--- config.mk ---
export PLATFORM = sky130hd
export DESIGN_NAME = paddle_engine
export DESIGN_NICKNAME = d
export VERILOG_FILES = /design/src/rtl/paddle_engine.sv
export SDC_FILE = /design/constraint.sdc
export NUM_CORES = 1
export LEC_CHECK = 0
export BUFFER_PORTS_ARGS = -buffer_cell sky130_fd_sc_hd__buf_2
export CAP_MARGIN = 5
export CORE_ASPECT_RATIO = 0.75
export CORE_MARGIN = 3
export CORE_UTILIZATION = 60
export DETAILED_ROUTE_END_ITERATION = 8
export PLACE_DENSITY = 0.84
export RECOVER_POWER = 25
export SETUP_SLACK_MARGIN = 0.15
export SLEW_MARGIN = 20
export SYNTH_ARGS = -nofsm -noshare
export SYNTH_HDL_FRONTEND = slang
export SYNTH_SLANG_ARGS = --single-unit
--- constraint.sdc ---
create_clock -name clk -period 9.69 [get_ports clk]
set_clock_uncertainty 0.2 [all_clocks]
set_input_delay 1.4535 -clock clk [delete_from_list [all_inputs] [get_ports clk]]
set_output_delay 1.4535 -clock clk [all_outputs]
set_load 0.005 [all_outputs]
--- src/rtl/paddle_engine.sv ---
`default_nettype none
// ============================================================================
// paddle_engine : accelerating paddle, ball collision/zone detect, catch/launch
// Rev 1.0
// ============================================================================
module paddle_engine #(
   parameter int X_W          = 9,
   parameter int Y_W          = 8,
   parameter int PADDLE_W     = 32,
   parameter int PADDLE_Y     = 220,
   parameter int HIT_DEPTH    = 4,
   parameter int X_MIN        = 8,
   parameter int X_MAX        = 280,
   parameter int RESET_X      = 152,
   parameter int MAX_SPEED    = 4,
   parameter int ACCEL_FRAMES = 4,
   parameter int ZONES        = 4
) (
   input  logic                       clk,
   input  logic                       resetn,
   input  logic                       frame_tick,
   input  logic [1:0]                 go,
   input  logic                       catch_en,
   input  logic                       launch,
   input  logic [X_W-1:0]             ball_x,
   input  logic [Y_W-1:0]             ball_y,
   output logic [X_W-1:0]             paddle_x,
   output logic [3:0]                 speed,
   output logic                       draw,
   output logic                       hit_valid,
   output logic [$clog2(ZONES)-1:0]   hit_zone,
   output logic                       ball_held,
   output logic [X_W-1:0]             hold_x
);

   localparam int XE    = X_W + 1;
   localparam int CNT_W = $clog2(ACCEL_FRAMES + 1);
   localparam int ZW    = $clog2(ZONES);
   localparam int SH    = $clog2(PADDLE_W / ZONES);

   localparam logic [0:0] FREE = 1'b0;
   localparam logic [0:0] HELD = 1'b1;

   logic [0:0]       state;
   logic [CNT_W-1:0] frame_cnt, cnt_nxt;
   logic [1:0]       last_dir;
   logic [3:0]       speed_nxt;
   logic             moving;
   logic [XE-1:0]    x_ext, spd_ext, x_nxt_ext, bx_ext, diff, zone_raw;
   logic [X_W-1:0]   x_nxt, offset;
   logic             y_in, in_box, prev_in_box, hit_det;
   logic [ZW-1:0]    zone;

   // Speed/counter update for a tick; the new speed drives this tick's move
   always_comb begin
      moving    = go[1] ^ go[0];
      speed_nxt = speed;
      cnt_nxt   = frame_cnt;
      if (!moving) begin
         speed_nxt = 4'd0;
         cnt_nxt   = '0;
      end else if (go == last_dir) begin
         if (frame_cnt == CNT_W'(ACCEL_FRAMES - 1)) begin
            cnt_nxt = '0;
            if (speed < 4'(MAX_SPEED))
               speed_nxt = speed + 4'd1;
         end else begin
            cnt_nxt = frame_cnt + CNT_W'(1);
         end
      end else begin
         speed_nxt = 4'd1;
         cnt_nxt   = '0;
      end
   end

   always_comb begin
      x_ext     = {1'b0, paddle_x};
      spd_ext   = XE'(speed_nxt);
      x_nxt_ext = x_ext;
      if (go == 2'b01) begin
         x_nxt_ext = x_ext + spd_ext;
         if (x_nxt_ext > XE'(X_MAX))
            x_nxt_ext = XE'(X_MAX);
      end else if (go == 2'b10) begin
         // compare before subtracting so the left edge cannot wrap
         if (x_ext < XE'(X_MIN) + spd_ext)
            x_nxt_ext = XE'(X_MIN);
         else
            x_nxt_ext = x_ext - spd_ext;
      end
      x_nxt = x_nxt_ext[X_W-1:0];
   end

   // Collision box uses the registered (pre-tick) paddle position
   always_comb begin
      bx_ext   = {1'b0, ball_x};
      y_in     = (ball_y >= Y_W'(PADDLE_Y)) && (ball_y <= Y_W'(PADDLE_Y + HIT_DEPTH - 1));
      in_box   = y_in && (bx_ext >= x_ext) && (bx_ext <= x_ext + XE'(PADDLE_W));
      hit_det  = in_box && !prev_in_box && (state == FREE);
      diff     = bx_ext - x_ext;
      zone_raw = diff >> SH;
      if (zone_raw > XE'(ZONES - 1))
         zone = ZW'(ZONES - 1);
      else
         zone = zone_raw[ZW-1:0];
   end

   always_ff @(posedge clk) begin
      if (!resetn) begin
         paddle_x    <= X_W'(RESET_X);
         speed       <= 4'd0;
         frame_cnt   <= '0;
         last_dir    <= 2'b00;
         draw        <= 1'b1;
         hit_valid   <= 1'b0;
         hit_zone    <= '0;
         prev_in_box <= 1'b0;
         state       <= FREE;
         offset      <= '0;
      end else begin
         draw <= 1'b0;
         if (frame_tick) begin
            paddle_x  <= x_nxt;
            speed     <= speed_nxt;
            frame_cnt <= cnt_nxt;
            last_dir  <= moving ? go : 2'b00;
            draw      <= (x_nxt != paddle_x);
         end
         prev_in_box <= in_box;
         hit_valid   <= hit_det;
         if (hit_det)
            hit_zone <= zone;
         case (state)
            FREE: if (hit_det && catch_en) begin
               state  <= HELD;
               offset <= diff[X_W-1:0];
            end
            HELD: if (launch)
               state <= FREE;
            default: state <= FREE;
         endcase
      end
   end

   assign ball_held = (state == HELD);
   assign hold_x    = paddle_x + offset;

endmodule
`default_nettype wire
Yosys cells after proc, flatten, opt, wreduce, memory -nomap -nowiden:

Index checks and enable logic that the tools add are counted.

* add/subtract/negate cells: 8
* $lt $le $gt $ge: 8
* eq/ne operators: 5
* muxes and demuxes: 17
* bitwise gates (word level): 2
* reduce and logical (&&, ||, !) cells: 8

Operators by type and width (count)
* $mux 9: 4
* $mux 4: 4
* $add 9x4->10: 1
* $add 9x6->10 const B: 1
* $gt 10x9->1 const B: 1
* $le 9x10->1: 1
* $sub 9x9->10: 1
* $add 9x9->9: 1
* $ge 9x9->1: 1
* $lt 9x5->1: 1
* $mux 3: 3
* $ne 9x9->1: 1
* $sub 9x4->9: 1
* $ge 8x8->1 const B: 1
* $le 8x8->1 const B: 1
* $gt 7x2->1 const B: 1
* $logic_and 1x1->1: 6
* $add 4x4->5 const A: 1
* $add 4x1->4 const B: 1
* $lt 4x3->1 const B: 1
* $mux 2: 2
* $add 3x1->3 const B: 1
* $eq 3x2->1 const B: 1
* $mux 1: 3
* other kinds (8): 8

* flip-flop bits (word level): 33
* input port bits: 24
* output and inout port bits: 27
* word-level logic and storage cells: 58

Logic depth before layout (Yosys ltp):

* depth in word-level cells: 12
* mapped depth: 18
* gate-level depth less buffers: 17

Worst setup path before layout:

Ideal clock, no wire load.

* path kind: input -> register
* start point: input port go[0]
* end point: register draw
* library setup time: 0.134 ns
* data arrival time: 5.053 ns
* slack: 4.303 ns
* stages: 16
* buffers on the path: 1
* path through: inv_1 ha_1 or3_1 nor2_1 inv_1 fa_1 or2_4 a2111oi_2 xnor2_1 o211ai_1 a2111oi_1 or2_4 buf_6 a31oi_1 a211oi_2 a41oi_2

* longest elaborated chain between the ends: 10
* elaborated cells on any way between the ends: 17

RTL lines
* from (decl): RTL line 22 `input logic [1:0] go,`
* $eq 2x2->1: RTL line 62 `end else if (go == last_dir) begin`
* $mux 4: RTL line 62
* $mux 4 (*): RTL line 59 `if (!moving) begin`
* named net speed_nxt[1]: RTL line 47 `logic [3:0] speed_nxt;`
* parallel branches: the longest is 4 deep, another holds $add 9x4->10
* $mux 9 (*): RTL line 80 `if (go == 2'b01) begin`
* $ne 9x9->1 (*): RTL line 127 `draw <= (x_nxt != paddle_x);`
* $mux 1 (*): RTL line 122 `if (frame_tick) begin`
* to (signal assigned): RTL line 127
* to (decl): RTL line 29 `output logic draw,`

Mark *: on every way through the listed nets, which the timed path passes.
A chain may end at the register's enable or synchronous reset.

Worst setup path in the final report:

Same ends and word-level chain as after synthesis.

==> results.md <==
* Outcome: complete, no violations
* Total grt overflow at 0
* Post-Syn Nets at 483
* Post-CTS Setup Inserts at 0
* Setup TNS at 0 ns
* Avg Cell Area, Syn at 7.83 µm²
* Synth cell types at 64
* Worst Path Class, Setup: input pin to flop
* Vias per cell at 6.28
* Asr flop ratio synth at 0%
* Row cnt at 22
* PD cells at 103 mW/mm²
* Worst Hold Class: flop to flop
* Cell taking the most area after synthesis: dfxtp_1
* Synth cell count leaders: inv_1 (41), ha_1 (37), a21oi_1 (35)
* Total number of vias at 3314
* Area Growth Syn to Fin at 10.1%
* Share of cells above drive strength 1 at 14.7%
* Max Slew Vio Count at 0
* Yosys Warn Count at 0
* CTS H-tree depth at 2
* CTS Hold Bufs at 0
* Synth Instances at 418
* Initial Utilization at 64.6%
* Post-synth top area share at 20.2%
* Crit path max fanout at 13
* Post-synth EDFFs at 0
* Die width at 91.3 µm
* Worst-Skew Late Latency at 0.30 ns
* Fin crit share at 63.6%
* Startpoint Class: input pin
* Sequential-to-total area share from yosys stat at 20.2%
* Max clock buf depth at 2
* Unrepaired setup endpoints after global routing: no
* Drt total wl at 9060 µm
* DRC at 0
* IO Port Bufs at 48
* Final hold vios at 0
* Wirelength per Cell at 17.2 µm
* CTS Sinks at 33
* Core area at 0.00506 mm²
* First-pass GRT wire length at 14800 µm
* Cell leakage power at 1.59 nW
* Boundary pin count at 51
* Antenna diodes at 0
* Max-Cap Viols at 0
* Hpwl dp at 6750 µm
* Fmax at 162 MHz
* Mapped Area at 0.00327 mm²
* Largest net degree at the start of global routing at 31
* DR iter-0 viols at 353
* Endpoints failing setup at 0
* Synthesized flop and latch total at 33
* Most common cell in the synthesized netlist: inv_1
* Crit. End Element: flop
* Final Cell Area at 0.00360 mm²
* CTS clk-pin slew, worst paths at 0.08 ns
* Die area at 0.00639 mm²
* Number of CTS-inserted buffers at 5
* Peak VDD IR at 69.6 µV
* Vias in the first global route at 3061
* Fin crit period at 6.16 ns
* Post_cts resized at 0
* Worst Path Arrival at 6.13 ns
* Top FF cell, synth: dfxtp_1
* Antenna viol nets, final at 0
* Final nets at 520
* Max-slew headroom at 39.5%
* Die height at 70.0 µm
* CTS root buf: clkbuf_8
* Actual slew at the worst max-slew pin at 0.908 ns
* 1st-pass router iterations at 6
* Synth top area cells: dfxtp_1 (20%), ha_1 (14%), xnor2_1 (5.6%)
* Critical path data required time at 9.66 ns
* DP Area at 0.00352 mm²
* PnR Total Power at 371 µW
* Antenna violations before repair at 0
* Final RePlAce weighted congestion at 0.947
* Total global routing track utilization at 28.3%
* CTS tree: built
## routing by layer
metal / vias to the layer above / track usage, % / part of all wire, %
met5: - / 0 / 0
met4: 0 / 7.19 / 1.8
met3: 30 / 6.14 / 10
met2: 204 / 43.5 / 44
met1: 1534 / 40.2 / 44
li1: 1546 / - / -
## sequential cells by signal, summed over array words and instances, names as in the netlist
name and flops:
last_dir 2, ball_held 1, hit_zone 2, hit_valid 1, prev_in_box 1, offset 9
paddle_x 9, frame_cnt 3, speed 4, draw 1
## placed cells by master, fill, tap and decap left out, drive strengths merged, types with 4 or more instances in the layout
cell type and instances:
buf 43, inv 41, ha 37, a21oi 35
dfxtp 33, nor2 30, o21ai 30, nand2 29
xnor2 21, nor3 13, mux2i 12, clkbuf 12
nand3 11, xor2 8, nand2b 6, nor2b 6
a31oi 6, a21o 5, o21bai 5, nand4 5
o211ai 5, and2 4, fa 4
## through the flow
| stage | setup slack (ns) | hold WS (ns) | util (%) | cells |
|---|---|---|---|---|
| after global placement | 3.58 | 0.260 | 69.4 | 520 |
| after global routing | 3.30 | 0.298 | 71.2 | 528 |
| after detailed placement | 3.45 | 0.260 | 69.4 | 520 |
| final | 3.53 | 0.279 | 71.2 | 528 |
| after CTS | 3.74 | 0.278 | 71.3 | 528 |
| after floorplan | 4.30 | 0.243 | - | 418 |
## layout make-up
type	instances	area (µm²)
inverters	41	154
well taps	72	90.1
multi-input cells	325	2360
repair buffers	49	240
clock inverters	2	13.8
flip-flops and latches	33	661
clock buffers	6	82.6
fillers	441	1460
## power breakdown
group | internal (mW) | total (mW) | switching [mW] | leakage (nW)
clock network | 0.0577 | 0.118 | 0.0600 | 0.0512
logic | 0.0430 | 0.106 | 0.0634 | 1.27
registers | 0.139 | 0.147 | 0.00780 | 0.268
total | 0.240 | 0.371 | 0.131 | 1.59
## final timing paths
check | cells past startpoint | end | startpoint | slack [ns]
worst max-delay path | 16 | draw$_SDFF_PN1_ | go[0] | 3.53
worst min-delay path | 1 | frame_cnt[2]$_SDFFE_PN0P_ | frame_cnt[2]$_SDFFE_PN0P_ | 0.28
worst max register to register | 17 | draw$_SDFF_PN1_ | frame_cnt[0]$_SDFFE_PN0P_ | 4.30
worst min register to register | 1 | frame_cnt[2]$_SDFFE_PN0P_ | frame_cnt[2]$_SDFFE_PN0P_ | 0.28
## cells by family (layout without fill, tap and decap cells)
kind of cell | count (synthesis) | in the layout | share of synthesized area, %
buffers and inverters | 60 | 98 | 7.61
AOI/OAI and AO/OA | 116 | 116 | 24.0
adders and majority gates | 41 | 41 | 16.6
muxes | 15 | 15 | 4.70
xor gates and xnor gates | 29 | 29 | 7.76
DFF | 33 | 33 | 20.2
and+or+nand+nor | 124 | 124 | 19.2
## critical path, cell delays in order
cell and delay [ns]:
clkbuf_1 0.15, inv_1 0.08, ha_1 0.33, or3_1 0.43, nor2_1 0.22, inv_1 0.14
fa_1 0.47, or2_4 0.28, a2111oi_2 0.37, xnor2_1 0.20, o211ai_1 0.18, a2111oi_1 0.82
or2_4 0.35, a31oi_1 0.12, a211oi_2 0.35, a41oi_2 0.16
Note: power is estimated with default switching activity, not from simulation.
